### config.mk
export PLATFORM = sky130hd
export DESIGN_NAME = keypad_scan
export DESIGN_NICKNAME = d
export VERILOG_FILES = /design/src/rtl/keypad_scan.sv
export SDC_FILE = /design/constraint.sdc
export NUM_CORES = 1
export LEC_CHECK = 0
export ABC_AREA = 0
export CAP_MARGIN = 10
export CORE_MARGIN = 10
export CORE_UTILIZATION = 50
export DETAILED_ROUTE_END_ITERATION = 8
export GPL_TIMING_DRIVEN = 0
export PLACE_DENSITY = 0.67
export SYNTH_ARGS = -nofsm -noshare
export SYNTH_HDL_FRONTEND = slang
export SYNTH_SLANG_ARGS = --single-unit
### constraint.sdc
create_clock -name clk -period 3.51 [get_ports clk]
set_clock_uncertainty 0.05 [all_clocks]
set_input_delay 0.702 -clock clk [delete_from_list [all_inputs] [get_ports clk]]
set_output_delay 0.702 -clock clk [all_outputs]
set_load 0.1 [all_outputs]
### src/rtl/keypad_scan.sv
// 4x4 active-low matrix keypad scanner with frame debounce and one-hot key output.
// Optional auto-repeat of key_press is built when KEYPAD_REPEAT_EN is defined.
module keypad_scan #(
  parameter int CLK_DIV       = 50000,
  parameter int DEBOUNCE      = 4,
  parameter int REPEAT_FRAMES = 32
) (
  input  logic        clk,
  input  logic        rst_n,
  input  logic [3:0]  row_in,
  output logic [3:0]  col_out,
  output logic [15:0] onehot,
  output logic        key_valid,
  output logic        key_press
);

  localparam int DIV_W = $clog2(CLK_DIV);
  localparam int CNT_W = $clog2(DEBOUNCE + 1);
  localparam logic [DIV_W-1:0] DIV_LAST = DIV_W'(CLK_DIV - 1);
  localparam logic [CNT_W-1:0] DEB_MAX  = CNT_W'(DEBOUNCE);

  typedef enum logic [1:0] {COL0, COL1, COL2, COL3} state_t;

  state_t            state_reg, state_next;
  logic [3:0]        col_reg, col_next;
  logic [3:0]        row_meta_reg, row_sync_reg;
  logic [DIV_W-1:0]  div_reg;
  logic              tick;
  logic [15:0]       raw;
  logic              frame_done_reg;
  logic [15:0]       last_frame_reg;
  logic [CNT_W-1:0]  stable_cnt_reg, stable_cnt_next;
  logic [15:0]       onehot_reg, onehot_next;
  logic              key_valid_reg, key_valid_next;
  logic              key_press_reg, key_press_next;
  logic              same, saturated, accept, single_key;

  // Rows are asynchronous to clk; idle level is high (no key).
  always_ff @(posedge clk or negedge rst_n) begin
    if (!rst_n) begin
      row_meta_reg <= 4'hF;
      row_sync_reg <= 4'hF;
    end else begin
      row_meta_reg <= row_in;
      row_sync_reg <= row_meta_reg;
    end
  end

  assign tick = (div_reg == DIV_LAST);

  always_ff @(posedge clk or negedge rst_n) begin
    if (!rst_n) div_reg <= '0;
    else        div_reg <= tick ? '0 : div_reg + 1'b1;
  end

  always_ff @(posedge clk or negedge rst_n) begin
    if (!rst_n) begin
      state_reg <= COL0;
      col_reg   <= 4'b1110;
    end else begin
      state_reg <= state_next;
      col_reg   <= col_next;
    end
  end

  // Column drive is registered from the next state so the pins never glitch.
  always_comb begin
    state_next = state_reg;
    if (tick) begin
      case (state_reg)
        COL0:    state_next = COL1;
        COL1:    state_next = COL2;
        COL2:    state_next = COL3;
        default: state_next = COL0;
      endcase
    end
    col_next = 4'b1111;
    col_next[state_next] = 1'b0;
  end

  for (genvar gi = 0; gi < 4; gi++) begin : g_col
    logic [3:0] samp_reg;
    always_ff @(posedge clk or negedge rst_n) begin
      if (!rst_n)                                    samp_reg <= '0;
      else if (tick && state_reg == state_t'(gi))    samp_reg <= ~row_sync_reg;
    end
    assign raw[4*gi +: 4] = samp_reg;
  end

  always_ff @(posedge clk or negedge rst_n) begin
    if (!rst_n) frame_done_reg <= 1'b0;
    else        frame_done_reg <= tick && (state_reg == COL3);
  end

`ifdef KEYPAD_REPEAT_EN
  localparam int REP_W = $clog2(REPEAT_FRAMES + 1);
  logic [REP_W-1:0] rep_cnt_reg, rep_cnt_next;

  always_ff @(posedge clk or negedge rst_n) begin
    if (!rst_n) rep_cnt_reg <= '0;
    else        rep_cnt_reg <= rep_cnt_next;
  end
`endif

  always_comb begin
    same            = (raw == last_frame_reg);
    saturated       = (stable_cnt_reg == DEB_MAX);
    single_key      = (raw != 16'h0) && ((raw & (raw - 16'd1)) == 16'h0);
    stable_cnt_next = stable_cnt_reg;
    onehot_next     = onehot_reg;
    key_valid_next  = key_valid_reg;
    key_press_next  = 1'b0;
    if (frame_done_reg) begin
      if (!same)           stable_cnt_next = CNT_W'(1);
      else if (!saturated) stable_cnt_next = stable_cnt_reg + 1'b1;
    end
    // Accept only on the transition into DEBOUNCE, never while already saturated.
    accept = frame_done_reg && (stable_cnt_next == DEB_MAX) && !(same && saturated);
    if (accept) begin
      if (single_key) begin
        onehot_next    = raw;
        key_valid_next = 1'b1;
        key_press_next = (raw != onehot_reg);
      end else if (raw == 16'h0) begin
        onehot_next    = 16'h0;
        key_valid_next = 1'b0;
      end
    end
`ifdef KEYPAD_REPEAT_EN
    rep_cnt_next = rep_cnt_reg;
    if (frame_done_reg) begin
      if (accept) begin
        rep_cnt_next = '0;
      end else if (key_valid_reg && same && saturated && raw == onehot_reg) begin
        if (rep_cnt_reg == REP_W'(REPEAT_FRAMES - 1)) begin
          rep_cnt_next   = '0;
          key_press_next = 1'b1;
        end else begin
          rep_cnt_next = rep_cnt_reg + 1'b1;
        end
      end else begin
        rep_cnt_next = '0;
      end
    end
`endif
  end

  always_ff @(posedge clk or negedge rst_n) begin
    if (!rst_n) begin
      last_frame_reg <= '0;
      stable_cnt_reg <= '0;
      onehot_reg     <= '0;
      key_valid_reg  <= 1'b0;
      key_press_reg  <= 1'b0;
    end else begin
      if (frame_done_reg && !same) last_frame_reg <= raw;
      stable_cnt_reg <= stable_cnt_next;
      onehot_reg     <= onehot_next;
      key_valid_reg  <= key_valid_next;
      key_press_reg  <= key_press_next;
    end
  end

  assign col_out   = col_reg;
  assign onehot    = onehot_reg;
  assign key_valid = key_valid_reg;
  assign key_press = key_press_reg;

endmodule

==> results of run 1 <==
-- cell usage in the layout, fill, tap and decap left out, types with 5 or more instances in the layout --
master | synthesis | layout
nand3_1 | 7 | 7
clkbuf_1 | 8 | 8
and2_1 | 5 | 5
ha_1 | 8 | 8
and3_1 | 6 | 6
inv_1 | 5 | 5
o21ai_0 | 9 | 9
nand2_1 | 14 | 14
clkbuf_8 | 0 | 10
nor3_1 | 9 | 9
mux2_4 | 9 | 9
nand4_1 | 8 | 8
dfstp_2 | 11 | 11
dfrtp_1 | 73 | 73
a21oi_1 | 20 | 20
buf_6 | 13 | 13
xor2_1 | 22 | 22
mux2_2 | 23 | 23
nor2_1 | 34 | 34
clkdlybuf4s50_1 | 0 | 26
nor4_1 | 6 | 6
xnor2_1 | 23 | 23
-- worst max-delay path, stage by stage (launching register included) --
cell and delay [ns]:
dfrtp_1 0.39, inv_1 0.11, ha_1 0.25, a211o_1 0.28, a2111oi_0 0.63, nand4_1 0.30
nor4b_4 0.64, buf_8 0.24, mux2_4 0.31
-- metrics by stage --
step	setup TNS, ns	utilization (%)
2_1_floorplan	0	-
3_3_place_gp	-99.46	57.10
3_5_place_dp	0	57.42
4_1_cts	0	60.10
5_1_grt	0	60.10
6_report	0	60.10
-- power breakdown --
part | switching, mW | internal [mW]
registers | 0.00377 | 0.976
clock network | 0.362 | 0.353
logic | 0.0189 | 0.00797
-- layer usage --
metal,vias up,wire (um)
met1,1260,3543
met2,39,3460
met3,9,356
li1,1267,-
met5,-,0
met4,0,119
-- cells in the mapped netlist, drive strengths merged, types with 8 or more instances --
| cell | instances |
|---|---|
| a21oi | 20 |
| buf | 17 |
| clkbuf | 8 |
| dfrtp | 73 |
| dfstp | 11 |
| ha | 8 |
| mux2 | 32 |
| nand2 | 14 |
| nand4 | 8 |
| nor2 | 34 |
| nor3 | 9 |
| o21ai | 9 |
| xnor2 | 23 |
| xor2 | 22 |
-- worst max-delay path by stage --
| stage | startpoint | end | slack (ns) | cells past startpoint |
|---|---|---|---|---|
| 6_report | stable_cnt_reg[0] | onehot[11] | 0.20 | 8 |
| 5_1_grt | stable_cnt_reg[0] | onehot[7] | 0.02 | 8 |
| 4_1_cts | stable_cnt_reg[0] | onehot[15] | 0.20 | 8 |
| 3_5_place_dp | stable_cnt_reg[0] | onehot[14] | 0.21 | 8 |
| 3_3_place_gp | rst_n | g_col[2].samp_reg[0] | -1.32 | 1 |
| 2_1_floorplan | g_col[0].samp_reg[0] | onehot[10] | 0.54 | 8 |
-- layout make-up --
class	count	area (um^2)	area share (%)
inverters	5	18.77	0.4000
flip-flops and latches	84	2116	45.09
clock inverters	6	71.32	1.520
multi-input cells	230	1707	36.37
repair buffers	28	295.3	6.293
well taps	102	127.6	2.720
plain buffers	25	219.0	4.667
clock buffers	10	137.6	2.933
-- cells by family after synthesis --
| kind of cell | share of synthesized area [%] |
|---|---|
| xor+xnor | 9.707 |
| simple gates | 13.81 |
| compound gates | 6.102 |
| buf+inv | 5.855 |
| flops | 52.11 |
| mux | 9.707 |
| fa+ha+maj | 2.712 |
==> out/results.tsv, run 1 <==
stage	metric	value	unit
outcome	status	completed	
worst_setup_path	worstSetupStartpointType	flop	
clock_network	cts_resized	0	
timing	hold_slack	0.2000	ns
synthesis	syn-cell-area	4060	um^2
worst_setup_path	worstPathRequired	3.71	ns
worst_setup_path	r2r_slack	0.20	ns
synthesis	synth_nets	358	
synthesis	synth_area_leaders	dfrtp_1 45%, dfstp_2 7.1%, mux2_2 6.4%	
die	die-height	110.1	um
placed_design	portBuffers	27	
global_routing	grt.overflow.total	0	
clock_network	clkTransAtPathRegs	0.09	ns
finish	synthToLayoutAreaGrowth	15.56	%
clock_network	clock_latency	0.35	ns
clock_network	postCtsSetupBuffers	0	
timing	rsz0062_at_grt	no	
timing	period_share	94.28	%
clock_network	cts_root_buf	clkbuf_8	
run	maxCapViolCount	0	
synthesis	synth_edf_count	0	
global_routing	grt_pass1_wl	12.50	mm
synthesis	ys_types	46	
worst_setup_path	r2r_end	onehot[11]	
global_routing	grtUsageTotal	13.06	%
placed_design	pre_cts_ws	0.2114	ns
finish	n_antenna_cell	0	
global_routing	grt-busiest-layer	met2	
worst_setup_path	reg2reg_from	stable_cnt_reg[0]	
placed_design	hpwl	5.361	mm
finish	nFillCells	657	
detailed_routing	drc	0	
detailed_routing	vias	2575	
synthesis	synth_area_per_cell	11.80	um^2
detailed_routing	drt-vias-per-instance	5.255	
global_routing	grt_max_degree	62	
global_routing	grt_use_met2	20.66	%
detailed_routing	drt_iter0_drc	85	
detailed_routing	firstDrtPassIters	4	
worst_setup_path	crit_type	flop to flop	
timing	worst_slack	0.2006	ns
timing	drv_slew	0	
synthesis	synth_ff_type	dfrtp_1	
worst_setup_path	crit_fanout	10	
clock_network	cts_buffer_depth	2	
clock_network	clock-sinks	84	
synthesis	synthCells	344	
synthesis	yosys.area.top_type_share	44.99	%
die	start_util	52.00	%
worst_setup_path	r2r_cells	8	
finish	final_nets	397	
clock_network	holdBufCountCts	0	
timing	fin_crit	3.309	ns
synthesis	ys_async_sr_fraction	100.0	%
detailed_routing	antenna_left	0	
power	fin_total_pwr	1.721	mW
worst_setup_path	crit_path_end_kind	flop	
worst_setup_path	arrival	3.51	ns
power	powerDensity	366.7	nW/um^2
detailed_routing	wl_per_cell	15.27	um
die	die_w	110.1	um
detailed_routing	totalWireLength	7.480	mm
die	ios	28	
die	core_area	7807	um^2
clock_network	cts-buffers-inserted	9	
synthesis	seq_area_frac_synth	52.11	%
synthesis	synth_top_cell_by_area	dfrtp_1	
clock_network	cts_tree	built	
synthesis	yosysWarnings	0	
timing	hold_viol_final	0	
finish	final_cells	490	
global_routing	use_met1	17.02	%
timing	slew_headroom	34.00	%
global_routing	met3_usage	2.786	%
clock_network	cts_max_level	3	
power	ir_drop	214.1	uV
placed_design	place_congestion	0.7595	
global_routing	grt_pass1_vias	2531	
power	p_leak	2.228	nW
finish	drive_gt1_share	22.16	%
die	rows	32	
placed_design	placed_cells	474	
hold_path	hold_path_class	primary input to async pin	
timing	setup_viol	0	
timing	max_freq	302.2	MHz
die	dieArea	12120	um^2
timing	worst_slew_pin_slew	0.9869	ns
synthesis	ys_seq_elements	84	
finish	final_cell_area	4692	um^2
global_routing	grt_antenna_before_repair	0	
placed_design	placed_area	4483	um^2
No activity file was read; power rests on OpenSTA's default activity.
==> inputs of run 2 (changes only) <==
- MAX_ROUTING_LAYER: default -> met4
- TNS_END_PERCENT: default -> 10
==> run 2 against run 1 <==
  * Final area unchanged
  * Critical endpoint unchanged
  * Die area unchanged
  * Largest power group unchanged
  * Sequential share of layout area unchanged
  * Fmax about the same
==> out/results.tsv, run 2 (synthesized netlist as in run 1, its figures left out) <==
stage	metric	value	unit	change
outcome	status	completed		unchanged
finish	final_cell_mix	73 x dfrtp_1, 34 x nor2_1, 26 x clkdlybuf4s50_1, 23 x xnor2_1, 23 x mux2_2		unchanged
power	switching_power	0.3834	mW	was 0.3842 mW
global_routing	grt_pass1_vias	2535		was 2531
timing	setup_viol	0		unchanged
global_routing	grt_pass1_wl	12.52	mm	was 12.50 mm
timing	rsz0062_at_grt	no		unchanged
timing	worst_slack	0.2024	ns	was 0.2006 ns
worst_setup_path	worstSetupStartpointType	flop		unchanged
finish	final_common_cell	dfrtp_1		unchanged
power	powerDensity	366.5	nW/um^2	was 366.7 nW/um^2
worst_setup_path	crit_type	flop to flop		unchanged
finish	drive_gt1_share	22.16	%	unchanged
detailed_routing	drt_iter0_drc	73		was 85
die	die-height	110.1	um	unchanged
die	rows	32		unchanged
timing	hold_viol_final	0		unchanged
clock_network	clock-sinks	84		unchanged
worst_setup_path	worstPathRequired	3.70	ns	was 3.71 ns
clock_network	cts_buffer_depth	2		unchanged
finish	nFillCells	657		unchanged
clock_network	cts-buffers-inserted	9		unchanged
detailed_routing	firstDrtPassIters	4		unchanged
finish	final_nets	397		unchanged
detailed_routing	drt-vias-per-instance	5.247		was 5.255
worst_setup_path	cp-startpoint	stable_cnt_reg[0]		unchanged
power	p_sw_share	22.29	%	was 22.33%
placed_design	pre_cts_ws	0.2114	ns	unchanged
placed_design	placed_area	4483	um^2	unchanged
power	p_int	1.336	mW	about the same
global_routing	grt_max_degree	62		unchanged
finish	n_antenna_cell	0		unchanged
clock_network	clkTransAtPathRegs	0.09	ns	about the same
power	power.share.clock	41.5	%	about the same
power	sequentialPowerShare	56.9	%	about the same
power	p_leak	2.228	nW	unchanged
timing	max_freq	302.3	MHz	was 302.2 MHz
clock_network	postCtsSetupBuffers	0		unchanged
power	pwr-share-comb	1.6	%	about the same
die	die_w	110.1	um	unchanged
clock_network	cts_root_buf	clkbuf_8		unchanged
finish	final-seq-area	2116	um^2	unchanged
timing	worst_slew_pin_slew	0.9927	ns	was 0.9869 ns
power	ir_drop	214.0	uV	was 214.1 uV
clock_network	cts_max_level	3		unchanged
die	dieArea	12120	um^2	unchanged
worst_setup_path	cp-endpoint	onehot[11]		unchanged
timing	hold_slack	0.1985	ns	was 0.2000 ns
clock_network	cts_tree	built		unchanged
timing	slew_headroom	33.61	%	was 34.00%
worst_setup_path	crit_fanout	10		unchanged
worst_setup_path	r2r_slack	0.20	ns	about the same
detailed_routing	drc	0		unchanged
clock_network	clock_latency	0.36	ns	was 0.35 ns
timing	fin_crit	3.308	ns	was 3.309 ns
die	ios	28		unchanged
timing	period_share	94.23	%	was 94.28%
finish	final_cell_area	4692	um^2	unchanged
finish	multiInputGateArea	1707	um^2	unchanged
detailed_routing	wl_per_cell	15.22	um	was 15.27 um
detailed_routing	vias	2571		was 2575
worst_setup_path	crit_path_end_kind	flop		unchanged
global_routing	grtUsageTotal	13.45	%	was 13.06%
placed_design	portBuffers	27		unchanged
worst_setup_path	arrival	3.50	ns	was 3.51 ns
worst_setup_path	r2r_cells	8		unchanged
placed_design	hpwl	5.361	mm	unchanged
clock_network	cts_resized	0		unchanged
timing	drv_slew	0		unchanged
placed_design	place_congestion	0.7694		was 0.7595
detailed_routing	antenna_left	0		unchanged
clock_network	holdBufCountCts	0		unchanged
power	fin_total_pwr	1.720	mW	was 1.721 mW
finish	final_core_utilization	60.10	%	unchanged
detailed_routing	totalWireLength	7.459	mm	was 7.480 mm
die	start_util	52.00	%	unchanged
run	maxCapViolCount	0		unchanged
finish	synthToLayoutAreaGrowth	15.56	%	unchanged
global_routing	grt.overflow.total	0		unchanged
hold_path	hold_path_class	primary input to async pin		unchanged
worst_setup_path	r2r_end	onehot[11]		unchanged
die	core_area	7807	um^2	unchanged
global_routing	grt_antenna_before_repair	0		unchanged
worst_setup_path	reg2reg_from	stable_cnt_reg[0]		unchanged
-- run 2: cell counts in the layout (fill, tap and decap cells not counted) --
No cell type changed its count.
-- run 2: worst min path at each step --
| stage | from | to | slack [ns] | depth (start not counted) |
|---|---|---|---|---|
| 6_report | rst_n | stable_cnt_reg[2] | 0.20 | 1 |
| 5_1_grt | rst_n | g_col[3].samp_reg[0] | 0.22 | 1 |
| 4_1_cts | rst_n | last_frame_reg[8] | 0.20 | 1 |
| 3_5_place_dp | row_meta_reg[0] | row_sync_reg[0] | 0.30 | 0 |
| 3_3_place_gp | row_meta_reg[1] | row_sync_reg[1] | 0.30 | 0 |
| 2_1_floorplan | row_meta_reg[0] | row_sync_reg[0] | 0.30 | 0 |
-- run 2: routing by layer --
metal | share of wire [%] | vias to the layer above | global-route usage [%] | routed length, um
met5 | 0 | - | - | 0
met4 | 1.4 | 0 | 5.505 | 106
met3 | 4.6 | 11 | 2.612 | 346
met2 | 46 | 44 | 20.62 | 3444
met1 | 48 | 1252 | 17.16 | 3562
li1 | - | 1264 | - | -
-- run 2: final cells by class --
type / count / area share [%]
well taps: 102 / 2.720
inverters: 5 / 0.4000
repair buffers: 28 / 6.293
clock buffers: 10 / 2.933
plain buffers: 25 / 4.667
multi-input cells: 230 / 36.37
flip-flops and latches: 84 / 45.09
clock inverters: 6 / 1.520
-- run 2: critical path, cell delays in order (launching register included) --
cell,delay (ns)
dfrtp_1,0.39
inv_1,0.11
ha_1,0.25
a211o_1,0.28
a2111oi_0,0.63
nand4_1,0.30
nor4b_4,0.64
buf_8,0.24
mux2_4,0.31
-- run 2: power by group through the flow --
| stage | registers (mW) | logic (mW) | clock network [mW] |
|---|---|---|---|
| 2_1_floorplan | 0.997 | 0.000217 | 0 |
| 3_3_place_gp | 0.998 | 0.0249 | 0 |
| 3_5_place_dp | 0.998 | 0.0290 | 0 |
| 4_1_cts | 0.980 | 0.0290 | 0.739 |
| 5_1_grt | 0.980 | 0.0316 | 0.768 |
| 6_report | 0.979 | 0.0269 | 0.714 |
-- run 2: metrics by stage --
step | instances | setup TNS, ns
2_1_floorplan | 344 | 0
3_3_place_gp | 473 | -99.46
3_5_place_dp | 474 | 0
4_1_cts | 490 | 0
5_1_grt | 490 | 0
6_report | 490 | 0
==> inputs of run 3 (changes only) <==
- CORE_UTILIZATION: 50 -> 56
- PLACE_DENSITY: 0.67 -> 0.74
==> run 3 against run 2 <==
  * Final area rose by 0.85%
  * Die area decreased by 8.8%
  * Non-clock buffer count unchanged
==> out/results.tsv, run 3 (synthesized netlist as in run 1, its figures left out) <==
stage	metric	value	unit	change
die	die_w	105.2	um	was 110.1 um
outcome	status	completed		unchanged
detailed_routing	drt-vias-per-instance	5.390		was 5.247
timing	hold_slack	0.1894	ns	was 0.1985 ns
timing	fin_crit	3.340	ns	was 3.308 ns
worst_setup_path	arrival	3.54	ns	was 3.50 ns
detailed_routing	antenna_left	0		unchanged
timing	setup_viol	0		unchanged
clock_network	clock_latency	0.36	ns	about the same
detailed_routing	drc	0		unchanged
worst_setup_path	r2r_cells	8		unchanged
worst_setup_path	crit_fanout	10		unchanged
die	core_area	6907	um^2	was 7807 um^2
worst_setup_path	r2r_end	onehot[15]		was onehot[11]
clock_network	cts-buffers-inserted	9		unchanged
clock_network	cts_max_level	3		unchanged
die	start_util	58.79	%	was 52.00%
global_routing	grt.overflow.total	0		unchanged
die	rows	30		was 32
placed_design	placed_cells	468		was 474
timing	drv_slew	0		unchanged
timing	rsz0062_at_grt	no		unchanged
die	ios	28		unchanged
global_routing	grt_pass1_wl	12.70	mm	was 12.52 mm
clock_network	clock-sinks	84		unchanged
worst_setup_path	r2r_slack	0.17	ns	was 0.20 ns
worst_setup_path	crit_path_end_kind	flop		unchanged
detailed_routing	wl_per_cell	15.40	um	was 15.22 um
detailed_routing	vias	2609		was 2571
finish	n_antenna_cell	0		unchanged
clock_network	holdBufCountCts	0		unchanged
placed_design	portBuffers	27		unchanged
finish	multiInputGateArea	1707	um^2	unchanged
placed_design	hpwl	5.309	mm	was 5.361 mm
hold_path	hold_path_class	primary input to async pin		unchanged
timing	worst_slew_pin_slew	0.9730	ns	was 0.9927 ns
finish	final_nets	397		unchanged
finish	synthToLayoutAreaGrowth	16.55	%	was 15.56%
finish	drive_gt1_share	22.16	%	unchanged
placed_design	place_congestion	0.8423		was 0.7694
finish	final-seq-area	2116	um^2	unchanged
worst_setup_path	crit_type	flop to flop		unchanged
timing	max_freq	299.4	MHz	was 302.3 MHz
power	p_leak	2.256	nW	was 2.228 nW
worst_setup_path	worstSetupStartpointType	flop		unchanged
die	dieArea	11060	um^2	was 12120 um^2
run	maxCapViolCount	0		unchanged
worst_setup_path	reg2reg_from	stable_cnt_reg[0]		unchanged
global_routing	grt_antenna_before_repair	0		unchanged
timing	period_share	95.17	%	was 94.23%
clock_network	cts_buffer_depth	2		unchanged
finish	final_common_cell	dfrtp_1		unchanged
finish	final_cell_mix	73 x dfrtp_1, 34 x nor2_1, 26 x clkdlybuf4s50_1, 23 x xnor2_1, 23 x mux2_2		unchanged
detailed_routing	firstDrtPassIters	4		unchanged
finish	nFillCells	527		was 657
clock_network	cts_tree	built		unchanged
finish	final_cells	484		was 490
clock_network	clkTransAtPathRegs	0.09	ns	about the same
global_routing	grt_pass1_vias	2641		was 2535
timing	hold_viol_final	0		unchanged
global_routing	grt_max_degree	61		was 62
clock_network	cts_root_buf	clkbuf_8		unchanged
die	die-height	105.2	um	was 110.1 um
timing	slew_headroom	34.93	%	was 33.61%
global_routing	grtUsageTotal	14.43	%	was 13.45%
clock_network	cts_resized	0		unchanged
detailed_routing	drt_iter0_drc	147		was 73
power	ir_drop	357.3	uV	was 214.0 uV
power	powerDensity	394.5	nW/um^2	was 366.5 nW/um^2
detailed_routing	totalWireLength	7.453	mm	was 7.459 mm
clock_network	postCtsSetupBuffers	0		unchanged
worst_setup_path	worstPathRequired	3.71	ns	was 3.70 ns
## run 3: critical path: stages (launching register included)
cell	delay, ns
dfrtp_1	0.39
inv_1	0.11
ha_1	0.26
a211o_1	0.27
a2111oi_0	0.67
nand4_1	0.31
nor4b_4	0.63
buf_8	0.24
mux2_4	0.31
## run 3: how the worst max path moves through the flow
stage / slack (ns) / to / cells after the start / from
CTS: 0.20 / onehot[15] / 8 / stable_cnt_reg[0]
floorplan: 0.54 / onehot[10] / 8 / g_col[0].samp_reg[0]
finish: 0.17 / onehot[15] / 8 / stable_cnt_reg[0]
global placement: -1.30 / g_col[2].samp_reg[0] / 1 / rst_n
global route: 0.09 / onehot[15] / 8 / g_col[0].samp_reg[0]
detailed placement: 0.22 / onehot[15] / 8 / stable_cnt_reg[0]
## run 3: through the flow
| step | power, mW | area [um^2] | setup slack, ns | utilization (%) | setup TNS, ns |
|---|---|---|---|---|---|
| after floorplan | 0.9970 | 4060 | 0.5424 | - | 0 |
| after global placement | 1.023 | 4451 | -1.300 | 64.44 | -97.92 |
| after detailed placement | 1.027 | 4476 | 0.2157 | 64.80 | 0 |
| after CTS | 1.888 | 4732 | 0.2043 | 68.51 | 0 |
| after global routing | 1.931 | 4732 | 0.09254 | 68.51 | 0 |
| final | 1.867 | 4732 | 0.1696 | 68.51 | 0 |
## run 3: layout make-up
cell class | count | share of cell area (%)
Sequential cell | 84 | 44.71
Multi-Input combinational cell | 230 | 36.07
Timing Repair Buffer | 28 | 6.240
Buffer | 25 | 4.627
Clock inverter | 7 | 2.803
Clock buffer | 9 | 2.618
Tap cell | 96 | 2.538
Inverter | 5 | 0.3966
## run 3: power by group
group          internal, mW  total (mW)  switching (mW)
clock network         0.485       0.861           0.376
registers             0.976       0.979         0.00376
logic               0.00798      0.0269          0.0189
## run 3: layer usage
layer | track usage [%] | up-vias | wire length (um)
li1 | - | 1270 | -
met3 | 4.607 | 11 | 329
met4 | 4.902 | 0 | 99
met2 | 21.75 | 48 | 3381
met5 | - | - | 0
met1 | 17.89 | 1280 | 3641
